<file path="src/rtl/dm_sbus_bridge.sv">
// Bridge between the SBA FSM req/gnt/r_valid port and the SoC bus.
// Gnt is combinational in Idle; bus_req_o rises 1 cycle after accept; the response comes 1 cycle after bus_r_valid_i or the timeout.
// Backpressure: one transaction outstanding; sba_gnt_o stays low until the bus side is back in Idle.
module dm_sbus_bridge #(
    parameter int BusWidth      = 32,
    parameter int TimeoutCycles = 1024
) (
    input  logic                  clk_i,
    input  logic                  rst_ni,
    input  logic                  dmactive_i,
    input  logic                  sba_req_i,
    input  logic [BusWidth-1:0]   sba_add_i,
    input  logic                  sba_we_i,
    input  logic [BusWidth-1:0]   sba_wdata_i,
    input  logic [BusWidth/8-1:0] sba_be_i,
    output logic                  sba_gnt_o,
    output logic                  sba_r_valid_o,
    output logic [BusWidth-1:0]   sba_r_rdata_o,
    output logic                  bus_req_o,
    output logic [BusWidth-1:0]   bus_add_o,
    output logic                  bus_we_o,
    output logic [BusWidth-1:0]   bus_wdata_o,
    output logic [BusWidth/8-1:0] bus_be_o,
    input  logic                  bus_gnt_i,
    input  logic                  bus_r_valid_i,
    input  logic [BusWidth-1:0]   bus_r_rdata_i,
    input  logic                  bus_r_err_i,
    output logic                  err_valid_o,
    output logic [2:0]            err_o
);

    localparam int CntW = (TimeoutCycles > 0) ? $clog2(TimeoutCycles + 1) : 1;
    localparam logic [CntW-1:0] CntLast = (TimeoutCycles > 0) ? CntW'(TimeoutCycles - 1) : '0;

    typedef enum logic [1:0] {
        IDLE     = 2'd0,
        REQ      = 2'd1,
        WAIT_RSP = 2'd2,
        DRAIN    = 2'd3
    } state_e;

    state_e                r_state;
    state_e                w_state_nxt;
    logic [CntW-1:0]       r_cnt;
    logic                  w_gnt;
    logic                  w_tmo;
    logic                  w_rsp_vld;
    logic [2:0]            w_rsp_err;
    logic [BusWidth-1:0]   w_rsp_rdata;
    logic                  r_rsp_vld;
    logic                  r_err_vld;
    logic [2:0]            r_err;
    logic [BusWidth-1:0]   r_rdata;
    logic [BusWidth-1:0]   r_bus_add;
    logic                  r_bus_we;
    logic [BusWidth-1:0]   r_bus_wdata;
    logic [BusWidth/8-1:0] r_bus_be;

    assign w_tmo = (TimeoutCycles > 0) && (r_cnt == CntLast);

    always_ff @(posedge clk_i or negedge rst_ni) begin
        if (!rst_ni) begin
            r_state <= IDLE;
        end else begin
            r_state <= w_state_nxt;
        end
    end

    // A bus event in the same cycle as the timeout always wins.
    always_comb begin
        w_state_nxt = r_state;
        w_gnt       = 1'b0;
        w_rsp_vld   = 1'b0;
        w_rsp_err   = 3'd0;
        w_rsp_rdata = '0;
        case (r_state)
            IDLE: begin
                w_gnt = sba_req_i & dmactive_i;
                if (w_gnt) w_state_nxt = REQ;
            end
            REQ: begin
                if (!dmactive_i) begin
                    w_state_nxt = bus_gnt_i ? DRAIN : IDLE;
                end else if (bus_gnt_i) begin
                    w_state_nxt = WAIT_RSP;
                end else if (w_tmo) begin
                    w_state_nxt = IDLE;
                    w_rsp_vld   = 1'b1;
                    w_rsp_err   = 3'd1;
                end
            end
            WAIT_RSP: begin
                if (bus_r_valid_i) begin
                    w_state_nxt = IDLE;
                    w_rsp_vld   = dmactive_i;
                    if (!r_bus_we) w_rsp_rdata = bus_r_rdata_i;
                    if (bus_r_err_i && dmactive_i) w_rsp_err = 3'd2;
                end else if (!dmactive_i) begin
                    w_state_nxt = DRAIN;
                end else if (w_tmo) begin
                    w_state_nxt = DRAIN;
                    w_rsp_vld   = 1'b1;
                    w_rsp_err   = 3'd1;
                end
            end
            DRAIN: begin
                if (bus_r_valid_i) w_state_nxt = IDLE;
            end
            default: w_state_nxt = IDLE;
        endcase
    end

    always_ff @(posedge clk_i or negedge rst_ni) begin
        if (!rst_ni) begin
            r_cnt <= '0;
        end else if (w_gnt) begin
            r_cnt <= '0;
        end else if ((r_state == REQ || r_state == WAIT_RSP) && r_cnt != {CntW{1'b1}}) begin
            r_cnt <= r_cnt + CntW'(1);
        end
    end

    always_ff @(posedge clk_i or negedge rst_ni) begin
        if (!rst_ni) begin
            r_rsp_vld <= 1'b0;
            r_err_vld <= 1'b0;
            r_err     <= 3'd0;
            r_rdata   <= '0;
        end else begin
            r_rsp_vld <= w_rsp_vld;
            r_err_vld <= w_rsp_vld && (w_rsp_err != 3'd0);
            r_err     <= w_rsp_err;
            r_rdata   <= w_rsp_rdata;
        end
    end

    // Request fields are only loaded on accept, so they stay stable for the whole bus phase.
    always_ff @(posedge clk_i or negedge rst_ni) begin
        if (!rst_ni) begin
            r_bus_add   <= '0;
            r_bus_we    <= 1'b0;
            r_bus_wdata <= '0;
            r_bus_be    <= '0;
        end else if (w_gnt) begin
            r_bus_add   <= sba_add_i;
            r_bus_we    <= sba_we_i;
            r_bus_wdata <= sba_wdata_i;
            r_bus_be    <= sba_be_i;
        end
    end

    assign sba_gnt_o     = w_gnt;
    assign sba_r_valid_o = r_rsp_vld & dmactive_i;
    assign sba_r_rdata_o = r_rdata;
    assign err_valid_o   = r_err_vld & dmactive_i;
    assign err_o         = err_valid_o ? r_err : 3'd0;
    assign bus_req_o     = (r_state == REQ);
    assign bus_add_o     = r_bus_add;
    assign bus_we_o      = r_bus_we;
    assign bus_wdata_o   = r_bus_wdata;
    assign bus_be_o      = r_bus_be;

endmodule

</file>
<file path="config.mk">
export PLATFORM = sky130hd
export DESIGN_NAME = dm_sbus_bridge
export DESIGN_NICKNAME = d
export VERILOG_FILES = /design/src/rtl/dm_sbus_bridge.sv
export SDC_FILE = /design/constraint.sdc
export NUM_CORES = 1
export LEC_CHECK = 0
export ABC_CLOCK_PERIOD_IN_PS = 1750
export BUFFER_PORTS_ARGS = -buffer_cell sky130_fd_sc_hd__buf_2
export CAP_MARGIN = 20
export CORE_MARGIN = 2
export CORE_UTILIZATION = 42
export CTS_BUF_LIST = sky130_fd_sc_hd__clkbuf_4 sky130_fd_sc_hd__clkbuf_8 sky130_fd_sc_hd__clkbuf_16
export DETAILED_ROUTE_END_ITERATION = 7
export GPL_TIMING_DRIVEN = 1
export MAX_ROUTING_LAYER = met4
export PLACE_DENSITY_LB_ADDON = 0.1
export REMOVE_ABC_BUFFERS = 1
export SYNTH_ARGS = -nofsm -noshare
export SYNTH_HDL_FRONTEND = slang
export SYNTH_SLANG_ARGS = --single-unit
</file>
<file path="constraint.sdc">
create_clock -name clk_i -period 1.75 [get_ports clk_i]
set_clock_uncertainty 0.2 [all_clocks]
set_input_delay 0.0875 -clock clk_i [delete_from_list [all_inputs] [get_ports clk_i]]
set_output_delay 0.0875 -clock clk_i [all_outputs]
set_load 0.03 [all_outputs]
</file>
### Word level (Yosys, flattened, before mapping)

Cells that the tools add are included.

| cells by class | value |
|---|---|
| bitwise gates (word level) | 3 |
| $add $sub $neg | 1 |
| equality and inequality tests | 9 |
| muxes and demuxes | 30 |
| reductions and logical operators | 8 |

Operator list:

| operator | number |
|---|---|
| 32-bit 2-to-1 mux | 3 |
| 11-bit 2-to-1 mux | 2 |
| 2-bit 2-to-1 mux | 10 |
| 11-bit by 1-bit adder with 11-bit output, second input constant | 1 |
| 11-bit by 10-bit equality test with 1-bit output, second input constant | 1 |
| 11-bit inequality test, second input constant | 1 |
| 1-bit 2-to-1 mux | 9 |
| 3-bit 2-to-1 mux | 3 |
| 2-bit one-hot mux with 4 select lines | 1 |
| 3-bit one-hot mux with 2 select lines | 1 |
| 2-bit equality test, second input constant | 2 |
| 2-bit inequality test, second input constant | 2 |
| 4-bit by 2-bit inequality test with 1-bit output, second input constant | 1 |
| 4-bit inequality test, second input constant | 1 |
| 4-bit AND reduction | 1 |
| 1-bit AND | 3 |
| 1-bit logical AND | 3 |
| 3-bit nonzero test | 1 |
| 2-bit by 1-bit equality test with 1-bit output, second input constant | 1 |
| 2-bit logical NOT | 1 |
| 1-bit one-hot mux with 2 select lines | 1 |
| 2-bit nonzero test | 1 |
| 1-bit logical OR | 1 |

| storage, ports and cells | value |
|---|---|
| logic and storage cells | 61 |
| flip-flop bits (word level) | 119 |

### Logic depth before layout (Yosys ltp)

| logic depth | value |
|---|---|
| depth after elaboration | 7 |
| depth in mapped cells | 7 |

### Worst setup path after synthesis

No wires, ideal clock.

| path | value |
|---|---|
| kind | reg2reg |
| start point | reg r_state[0] |
| end point | reg r_state[0] |
| setup time | 0.126 ns |
| arrival time | 1.650 ns |
| slack | -0.226 ns |
| cell stages (with the launch flop) | 6 |
| path buffers | 0 |
| cell sequence | dfrtp_1 -> ha_1 -> nor2b_1 -> o21ai_0 -> o21ai_1 -> o32a_1 |

| between the ends | value |
|---|---|
| cells in the longest elaborated chain, start to end | 3 |
| elaborated cells between the ends (all ways) | 10 |
| classes of those cells | 7 x eq/ne; 1 x mux; 2 x reduce/logical |

Ends and longest elaborated chain:

| element | RTL line | text |
|---|---|---|
| start, declared | 42 | `state_e r_state;` |
| start signal, assigned | 65 | `r_state <= w_state_nxt;` |
| 2-bit by 1-bit equality test with 1-bit output * | - |  |
| net bus_req_o | 19 | `output logic bus_req_o,` |
| 4-bit by 2-bit inequality test with 1-bit output (no line) | - |  |
| 4-bit AND reduction (no line) | - |  |

The timed path passes the listed nets; every way through them passes the cells marked *.
A chain may end at the register's enable or synchronous reset.

### Worst setup path in the final report

| path | value |
|---|---|
| start point | reg r_state[0] |
| end point | reg r_bus_wdata[23], in the netlist bus_wdata_o[23] |

| between the ends | value |
|---|---|
| cells in the longest elaborated chain, start to end | 2 |

Ends and longest elaborated chain:

| element | RTL line | text |
|---|---|---|
| 2-bit logical NOT | 76 | `case (r_state)` |
| 1-bit 2-to-1 mux | 76 |  |
| end signal, assigned | 147 | `r_bus_wdata <= sba_wdata_i;` |
| end, declared | 56 | `logic [BusWidth-1:0] r_bus_wdata;` |

Every way passes these cells.

==> summary.md <==
| Metric | Value |
|---|---|
| Routed len/inst | `17.23 um` |
| Post-Syn Area | `4537 sq um` |
| Diode count | `0` |
| Tightest Pin Transition | `772.1 ps` |
| Synth top area share | `between 60% and 70%` |
| Fin util | `a little under 80%` |
| Post-synth EDFFs | `0` |
| Critical Path End Type | `flop` |
| DR vias/cell | `roughly 4.8` |
| Final Cell Area | `between 8000 and 9000 sq um` |
| Via count | `4003` |
| Largest net degree at the start of global routing | `43` |
| DRC viols | `0` |
| Initial core utilization | `43.56%` |
| Vias in the first global route | `roughly 4300` |
| Arrival @ worst endpoint | `roughly 2100 ps` |
| Num Clock Sinks | `118` |
| Gate count after technology mapping | `319` |
| Fraction of layout cells with a size suffix above 1 | `55.78%` |
| Req. time, crit path | `roughly 1900 ps` |
| CTS Buffer Depth | `2` |
| Post-DP HPWL | `8048 um` |
| Power Density | `1648 nW/um^2` |
| Peak VDD IR | `0.001160 V` |
| Hold Fails Final Rpt | `0` |
| Final setup margin | `-164.4 ps` |
| Die Ht | `107.9 um` |
| CP bufs+invs | `4` |
| CTS tree | `yes` |
| Hold crit path type | `in2reg` |
| Number of DRC markers in iteration 0 | `230` |
| GRT Total Usage | `25.02%` |
| CP cell instances | `inv_2 -> buf_6 -> ha_4 -> and3_4 -> buf_8 -> buf_12 -> mux2_2` |
| CP max FO | `11` |
| Clock Latency Late Sink | `510 ps` |
| Max-cap viol count | `0` |
| TNS Setup | `-8402 ps` |
| Worst setup path class | `reg2reg` |
| Initial antenna violation count | `0` |
| Fmax | `roughly 520 MHz` |
| H-tree depth | `4` |
| Final Wtd Congestion | `0.7885` |
| I/O Pins | `216` |
| Dominant cell type by area after synthesis | `dfrtp_1` |
| Pre-antenna DRT Iters | `4` |
| Critical path startpoint category | `flop` |
| Ys Warns | `0` |
| Clock Tree Root | `clkbuf_8` |
| CTS Buf Count | `17` |
| RSZ-0062 raised after global routing | `yes` |
| Final antenna-violating net count | `0` |
| P_leak | `approximately 0.0040 uW` |
| Synth top cells by count | `118 x dfrtp_1, 69 x mux2_2, 35 x and2_1, 12 x nor2_1, 9 x buf_2` |
| Failing checks | `setup timing` |
| Ys async rst share | `100.0%` |
| Top-count cell post-synth | `dfrtp_1` |
| Outcome | `complete, but fails checks` |
| Setup violators final | `78` |
| Largest stage delay, worst path | `380 ps` |
| Slew margin rel. | `48.36%` |
| Die width | `107.9 um` |
| Core Footprint | `10420 sq um` |
| Port bufs | `214` |
| Seq cells post-synth | `118` |
| Most used DFF post-synth | `dfrtp_1` |
| Total Wirelength | `~14000 um` |
| Syn_area_per_cell | `14.22 sq um` |
| Post-synth cell types | `37` |
| Tcrit/Tclk final | `109.4%` |
| Final Critical Period | `1914 ps` |
| Placed inst area | `5968 sq um` |
| Crit-path slowest cell | `dfrtp_1` |
| Filler cell count | `629` |
| Nets | `801` |
| Row cnt | `37` |
| Crit path max-delay family | `buffers and inverters` |
| Die area | `11650 sq um` |
| Area grow syn2layout | `78.21%` |
| Clock slew at reported path FFs | `around 60 ps` |
| Synth area leaders | `dfrtp_1 65%, mux2_2 17%, and2_1 4.8%` |
| Total gr overflow | `0` |
| Global-route wire length before repair | `21140 um` |
| Max Slew Vio Count | `0` |
| Sequential element share of the synthesized area | `65.09%` |
## cells in the final DEF, fill, tap and decap left out, drive strengths merged, types with 2 or more instances in the layout
master       netlist  layout
a21oi              8       8
and2              35      35
and3               4       4
and4               2       2
buf               11     251
bufinv             0       2
clkbuf             3      21
clkinv             0       4
clkinvlp           0       3
dfrtp            118     118
dlygate4sd3        0     110
ha                 5       5
inv                2       6
mux2              69      69
nand2              9       9
nand3              5       5
nand4              3       3
nor2              12      13
nor2b              3       3
nor3               2       2
o21ai              8       8
or3                5       5
xor2               3       3
## cells by family after synthesis
| logic type | synth area share [%] |
|---|---|
| other | 0.08266 |
| AND/OR/NAND/NOR | 10.62 |
| multiplexers | 17.35 |
| XOR/XNOR | 0.5793 |
| flip-flops | 65.09 |
| buffers and inverters | 1.820 |
| AO/OA/AOI/OAI | 3.089 |
| adder cells (fa/ha/maj) | 1.379 |
## stage by stage
step | power [uW] | setup slack (ps) | cells | hold WS (ps)
finish | 13330 | -164.4 | 837 | 110.3
global route | 13990 | -201.5 | 837 | 103.7
CTS | 13010 | -170.4 | 830 | 90.64
detailed placement | 9004 | -254.4 | 679 | -210.8
global placement | 8891 | -211.4 | 679 | -213.6
floorplan | 7285 | -1708 | 305 | -408.1
## state kept, by name (all words and copies together), names as in the netlist
name	cells
bus_add_o	32
bus_be_o	4
bus_wdata_o	32
bus_we_o	1
r_cnt	11
r_err	2
r_err_vld	1
r_rsp_vld	1
r_state	2
sba_r_rdata_o	32
## cell type report
cell class	count	area, sq um	area share (%)
Clock inverter	13	145.1	1.795
Tap cell	136	170.2	2.105
Timing Repair Buffer	363	2665	32.96
Multi-Input combinational cell	186	1699	21.02
Inverter	2	7.507	0.09285
Sequential cell	118	2957	36.57
Clock buffer	19	441.7	5.463
## where the power goes
part	total, uW	switching [uW]	internal (uW)
clock	3380	1260	2110
sequential	4210	535	3680
combinational	5740	3310	2430
total	13300	5100	8220
## worst reg2reg max path, delay by kind of cell, from the launching register on
| kind | cells | cell delay (ps) |
|---|---|---|
| buf+inv | 4 | 520 |
| simple gates | 1 | 210 |
| flops | 1 | 380 |
| fa+ha+maj | 1 | 120 |
| mux | 1 | 360 |
## metal layers
metal / track usage, % / wire (um) / up-vias
li1: - / - / 1847
met1: 26.05 / 5153 / 1950
met2: 45.24 / 8019 / 181
met3: 7.414 / 953 / 25
met4: 8.150 / 294 / 0
met5: - / 0 / -
## final timing paths
path | startpoint | cells after the start | endpoint | slack [ps]
max in group asynchronous | rst_ni | 3 | r_cnt[6]$_DFFE_PN0P_ | 270
min in group asynchronous | rst_ni | 3 | bus_wdata_o[4]$_DFFE_PN0P_ | 530
max reg2reg | r_state[0]$_DFFE_PN0P_ | 7 | bus_wdata_o[23]$_DFFE_PN0P_ | -160
min reg2reg | bus_add_o[23]$_DFFE_PN0P_ | 1 | bus_add_o[23]$_DFFE_PN0P_ | 300
min | bus_r_rdata_i[6] | 3 | sba_r_rdata_o[6]$_DFF_PN0_ | 110
max | r_state[0]$_DFFE_PN0P_ | 7 | bus_wdata_o[23]$_DFFE_PN0P_ | -160
## repair_timing
item / 4_1_cts / 5_1_grt
endpoints found under the setup margin: 113 / 116
resized for setup: 36 / 33
pin swaps: 15 / 9
endpoints found under the hold margin: 226 / 0
gates cloned: 3 / 3
hold buffers: 110 / 0
buffers inserted: 6 / 5
Note: power is estimated with default switching activity, not from simulation.
